`config.mk`:
```
export PLATFORM = sky130hd
export DESIGN_NAME = countdown_timer
export DESIGN_NICKNAME = d
export VERILOG_FILES = /design/src/rtl/countdown_timer.sv
export SDC_FILE = /design/constraint.sdc
export NUM_CORES = 1
export LEC_CHECK = 0
export ABC_AREA = 1
export BUFFER_PORTS_ARGS = -buffer_cell sky130_fd_sc_hd__buf_2
export CAP_MARGIN = 20
export CORE_MARGIN = 10
export CORE_UTILIZATION = 30
export DETAILED_ROUTE_END_ITERATION = 6
export PLACE_DENSITY = 0.49
export REMOVE_ABC_BUFFERS = 1
export SLEW_MARGIN = 20
export SYNTH_ARGS = -nofsm -noshare
export SYNTH_HDL_FRONTEND = slang
export SYNTH_SLANG_ARGS = --single-unit
```
`constraint.sdc`:
```
create_clock -name CLK_100Hz -period 2 [get_ports CLK_100Hz]
set_clock_uncertainty 0.2 [all_clocks]
set_input_delay 0.2 -clock CLK_100Hz [delete_from_list [all_inputs] [get_ports CLK_100Hz]]
set_output_delay 0.2 -clock CLK_100Hz [all_outputs]
set_load 0.05 [all_outputs]
```
`src/rtl/countdown_timer.sv`:
```
// Down-counting MM:SS.cc timer on the 100 Hz time base. Loads a saturated preset,
// counts toward zero in RUN and flags expiry. The display can be held while counting continues.
module countdown_timer #(
  parameter int MAX_MINS      = 99,
  parameter int TICKS_PER_DEC = 1
) (
  input  logic       CLK_100Hz,
  input  logic       reset,
  input  logic       load,
  input  logic [6:0] load_mins,
  input  logic [5:0] load_secs,
  input  logic [6:0] load_decs,
  input  logic       start_stop,
  input  logic       hold,
  output logic [6:0] timer_unit_mins,
  output logic [5:0] timer_unit_secs,
  output logic [6:0] timer_unit_decs,
  output logic       timer_running,
  output logic       timer_expired,
  output logic       timer_expired_pulse
);

  localparam int         PW      = (TICKS_PER_DEC > 1) ? $clog2(TICKS_PER_DEC) : 1;
  localparam logic [PW-1:0] PRESC_LAST = PW'(TICKS_PER_DEC - 1);
  localparam logic [6:0] MAX_M   = 7'(MAX_MINS);
  localparam logic [5:0] MAX_S   = 6'd59;
  localparam logic [6:0] MAX_D   = 7'd99;

  typedef enum logic [1:0] {IDLE, PAUSED, RUN, EXPIRED} state_t;

  state_t          state_reg, state_next;
  logic [6:0]      mins_reg, mins_next;
  logic [5:0]      secs_reg, secs_next;
  logic [6:0]      decs_reg, decs_next;
  logic [PW-1:0]   presc_reg, presc_next;
  logic [6:0]      disp_mins_reg, disp_mins_next;
  logic [5:0]      disp_secs_reg, disp_secs_next;
  logic [6:0]      disp_decs_reg, disp_decs_next;
  logic            running_reg, running_next;
  logic            expired_reg, expired_next;
  logic            pulse_reg, pulse_next;

  always_ff @(posedge CLK_100Hz) begin
    if (reset) begin
      state_reg     <= IDLE;
      mins_reg      <= '0;
      secs_reg      <= '0;
      decs_reg      <= '0;
      presc_reg     <= '0;
      disp_mins_reg <= '0;
      disp_secs_reg <= '0;
      disp_decs_reg <= '0;
      running_reg   <= 1'b0;
      expired_reg   <= 1'b0;
      pulse_reg     <= 1'b0;
    end else begin
      state_reg     <= state_next;
      mins_reg      <= mins_next;
      secs_reg      <= secs_next;
      decs_reg      <= decs_next;
      presc_reg     <= presc_next;
      disp_mins_reg <= disp_mins_next;
      disp_secs_reg <= disp_secs_next;
      disp_decs_reg <= disp_decs_next;
      running_reg   <= running_next;
      expired_reg   <= expired_next;
      pulse_reg     <= pulse_next;
    end
  end

  always_comb begin
    state_next   = state_reg;
    mins_next    = mins_reg;
    secs_next    = secs_reg;
    decs_next    = decs_reg;
    presc_next   = presc_reg;
    expired_next = expired_reg;
    pulse_next   = 1'b0;

    if (load && state_reg != RUN) begin
      mins_next    = (load_mins > MAX_M) ? MAX_M : load_mins;
      secs_next    = (load_secs > MAX_S) ? MAX_S : load_secs;
      decs_next    = (load_decs > MAX_D) ? MAX_D : load_decs;
      presc_next   = '0;
      expired_next = 1'b0;
      state_next   = (mins_next != 0 || secs_next != 0 || decs_next != 0) ? PAUSED : IDLE;
    end else begin
      case (state_reg)
        PAUSED: if (start_stop) state_next = RUN;
        RUN: begin
          if (!start_stop) begin
            // Pausing keeps the partial prescaler count so resume timing is seamless.
            state_next = PAUSED;
          end else if (presc_reg == PRESC_LAST) begin
            presc_next = '0;
            if (decs_reg != 0) begin
              decs_next = decs_reg - 7'd1;
            end else if (secs_reg != 0) begin
              decs_next = MAX_D;
              secs_next = secs_reg - 6'd1;
            end else begin
              decs_next = MAX_D;
              secs_next = MAX_S;
              mins_next = mins_reg - 7'd1;
            end
            if (mins_next == 0 && secs_next == 0 && decs_next == 0) begin
              state_next   = EXPIRED;
              expired_next = 1'b1;
              pulse_next   = 1'b1;
            end
          end else begin
            presc_next = presc_reg + PW'(1);
          end
        end
        default: ;
      endcase
    end
  end

  // Display tracks the freshly updated count unless held; expiry flags bypass hold.
  always_comb begin
    disp_mins_next = disp_mins_reg;
    disp_secs_next = disp_secs_reg;
    disp_decs_next = disp_decs_reg;
    if (!hold) begin
      disp_mins_next = mins_next;
      disp_secs_next = secs_next;
      disp_decs_next = decs_next;
    end
    running_next = (state_next == RUN);
  end

  assign timer_unit_mins     = disp_mins_reg;
  assign timer_unit_secs     = disp_secs_reg;
  assign timer_unit_decs     = disp_decs_reg;
  assign timer_running       = running_reg;
  assign timer_expired       = expired_reg;
  assign timer_expired_pulse = pulse_reg;

endmodule

```
==> metrics.yaml <==
via_count: 3081
worst_slew_pin_slew_ns: 0.386
antenna_found_initial: 0
outcome: "finished with violations"
boundaryPins: 48
die_y_microns: 116
setup_violations: 13
powerDensity_nw_per_um2: 711
required_ns: 2.03
irDropWorstVdd_mv: 0.319
critical-path-max-stage-delay_ns: 0.33
p_leak_uw: 0.00207
slew-limit-headroom_pct: 74.3
grt_first_pass_wirelength_mm: 15.2
fp.dieW_microns: 116
synth_area_leader_cell: "dfxtp_1"
io_buffers: 47
failed_checks: "setup timing"
yosys-top-cells-count: "nand2_1 (94), inv_1 (79), nor2_1 (50)"
min_period_over_period_pct: 107
fillerInstances: 945
synthArstFlopShare_pct: 0
overflow: 0
wire_per_inst_microns: 14.9
cp.arrival_ns: 2.18
crit_top_cell: "nand2_1"
coreArea_sq_um: 8810
area_growth_pct: 48.1
dieArea_sq_um: 13400
synthCells: 427
crit_fanout: 6
hp-class: "input pin to flip-flop"
avgSynthCellArea_sq_um: 6.41
yosysWarnings: 0
placed_area_sq_um: 3530
wl_mm: 9.64
endpoint_kind: "flip-flop"
synth_most_common_cell: "nand2_1"
gp_congestion: 0.933
synth.distinct_cells: 34
nets: 569
fmax_mhz: 466
clockRootBuffer: "clkbuf_8"
ys.flop_type: "dfxtp_1"
row_count: 34
synth_top_area_share_pct: 32.9
hold_violations: 0
htree_levels: 2
period_minus_slack_ns: 2.14
first_iter_violations: 131
synth-edff-count: 0
maxSlewViolCount: 0
grt_pass1_vias: 3019
rsz0062_at_grt: "true"
startpoint_type: "flip-flop"
grt_use_total_pct: 14.3
cap_violations: 0
yosysSeqAreaShare_pct: 32.9
cts_tree: "done"
cts_made_buffers: 5
fin_area_sq_um: 4060
setup.worst_path.class: "flip-flop to flip-flop"
start_util_pct: 31.1
grt_max_degree: 41
synth_area_sq_um: 2740
synth_seq_cells: 45
drive_gt1_share_pct: 37.8
cp_cell_sequence: "inv_2 -> ha_4 -> inv_4 -> nor2_4 -> nand3_4 -> nor2_4 -> buf_6 -> nand3_1 -> nand2_2 -> nor2_2 -> nand2_1 -> nor2_2 -> nand2_1 -> nand2_1 -> nand2_1 -> nand3_1 -> nand2_1 -> inv_1"
viasPerCell: 4.76
clock_latency_ns: 0.32
synth_area_leaders: "dfxtp_1 (33%), nand2_1 (13%), inv_1 (11%)"
drc: 0
setup_ws_ns: -0.144
cts_sinks: 45
antenna_cells: 0
ant_nets: 0
clockBufferDepth: 2
critPathSlowestCell: "dfxtp_2"
crit_family: "simple AND/OR/NAND/NOR gates"
holdWs_ns: 0.0182
dr.pass1.iters: 4
cts.clk_slew.worst_paths_ns: 0.10
dp_hpwl_mm: 7.29
critPathBufInv: 4
==> worst reg2reg max path, stage by stage, from the launching register on <==
cell,delay [ns]
dfxtp_2,0.33
inv_2,0.07
ha_4,0.17
inv_4,0.04
nor2_4,0.09
nand3_4,0.11
nor2_4,0.20
buf_6,0.15
nand3_1,0.08
nand2_2,0.11
nor2_2,0.04
nand2_1,0.07
nor2_2,0.05
nand2_1,0.06
nand2_1,0.04
nand2_1,0.07
nand3_1,0.07
nand2_1,0.06
inv_1,0.03
==> per-layer routing <==
metal / up-vias / routed length, microns / part of all wire, % / GRT usage, %
li1: 1602 / - / - / -
met2: 47 / 4400 / 46 / 22.7
met3: 10 / 410 / 4.3 / 3.20
met5: - / 0 / 0 / 0
met4: 0 / 156 / 1.6 / 4.48
met1: 1422 / 4670 / 48 / 18.7
==> final cells by class <==
type	count	area, sq um	area share [%]
Sequential cell	45	907	22.4
Clock inverter	2	16.3	0.401
Inverter	81	308	7.59
Timing Repair Buffer	120	845	20.8
Clock buffer	6	82.6	2.04
Tap cell	108	135	3.33
Multi-Input combinational cell	285	1760	43.5
==> where the power goes <==
group	switching, uW	leakage, uW	internal, uW
Clock	366	0.0000478	285
Sequential	42.3	0.000373	962
Combinational	718	0.00165	509
Total	1130	0.00207	1760
==> worst paths after layout <==
path	from	endpoint	slack [ns]	cells after the start
worst min-delay path	load_decs[1]	decs_reg[1]	0.02	3
worst max-delay path	decs_reg[1]	state_reg[0]	-0.14	18
worst min register to register	timer_expired	timer_expired	0.28	2
worst max register to register	decs_reg[1]	state_reg[0]	-0.14	18
==> through the flow <==
step | total power (uW) | util (%) | TNS [ns] | std cells | worst slack (ns)
detailed placement | 2020 | 40.1 | -4.08 | 628 | -0.356
global placement | 2020 | 40.1 | -3.50 | 628 | -0.341
finish | 2880 | 46.1 | -0.897 | 647 | -0.144
floorplan | 1590 | - | -5.59 | 410 | -0.286
global route | 3070 | 46.1 | -4.35 | 647 | -0.271
CTS | 2780 | 43.4 | -0.727 | 643 | -0.135
==> placed cells by master (no fill, tap or decap), drive strengths merged, types with 4 or more instances in the layout <==
master	netlist	routed
nor2	57	58
ha	6	6
o311ai	5	5
o21ai	12	12
clkbuf	11	6
a21oi	14	14
buf	6	119
nand2	96	96
nand4	5	5
inv	80	81
o211ai	19	19
nor3	10	10
nand3	38	38
nor4	5	5
a221oi	4	4
dfxtp	45	45
==> logic make-up (layout without fill, tap and decap cells) <==
group                      Yosys count  after routing  share of synthesized area (%)
buffers and inverters               98            209                           14.0
DFF                                 45             45                           32.9
adders and majority gates            6              6                           2.74
and+or+nand+nor                    214            215                           34.7
AOI/OAI and AO/OA                   64             64                           15.7
==> what timing repair did <==
item | 4_1_cts | 5_1_grt
setup endpoints to repair | 32 | 34
hold buffers | 1 | 0
gates resized for setup | 43 | 60
cloned | 2 | 0
endpoints found under the hold margin | 1 | 0
pin swaps | 10 | 23
setup buffers | 5 | 5
Note: power is estimated with default switching activity, not from simulation.
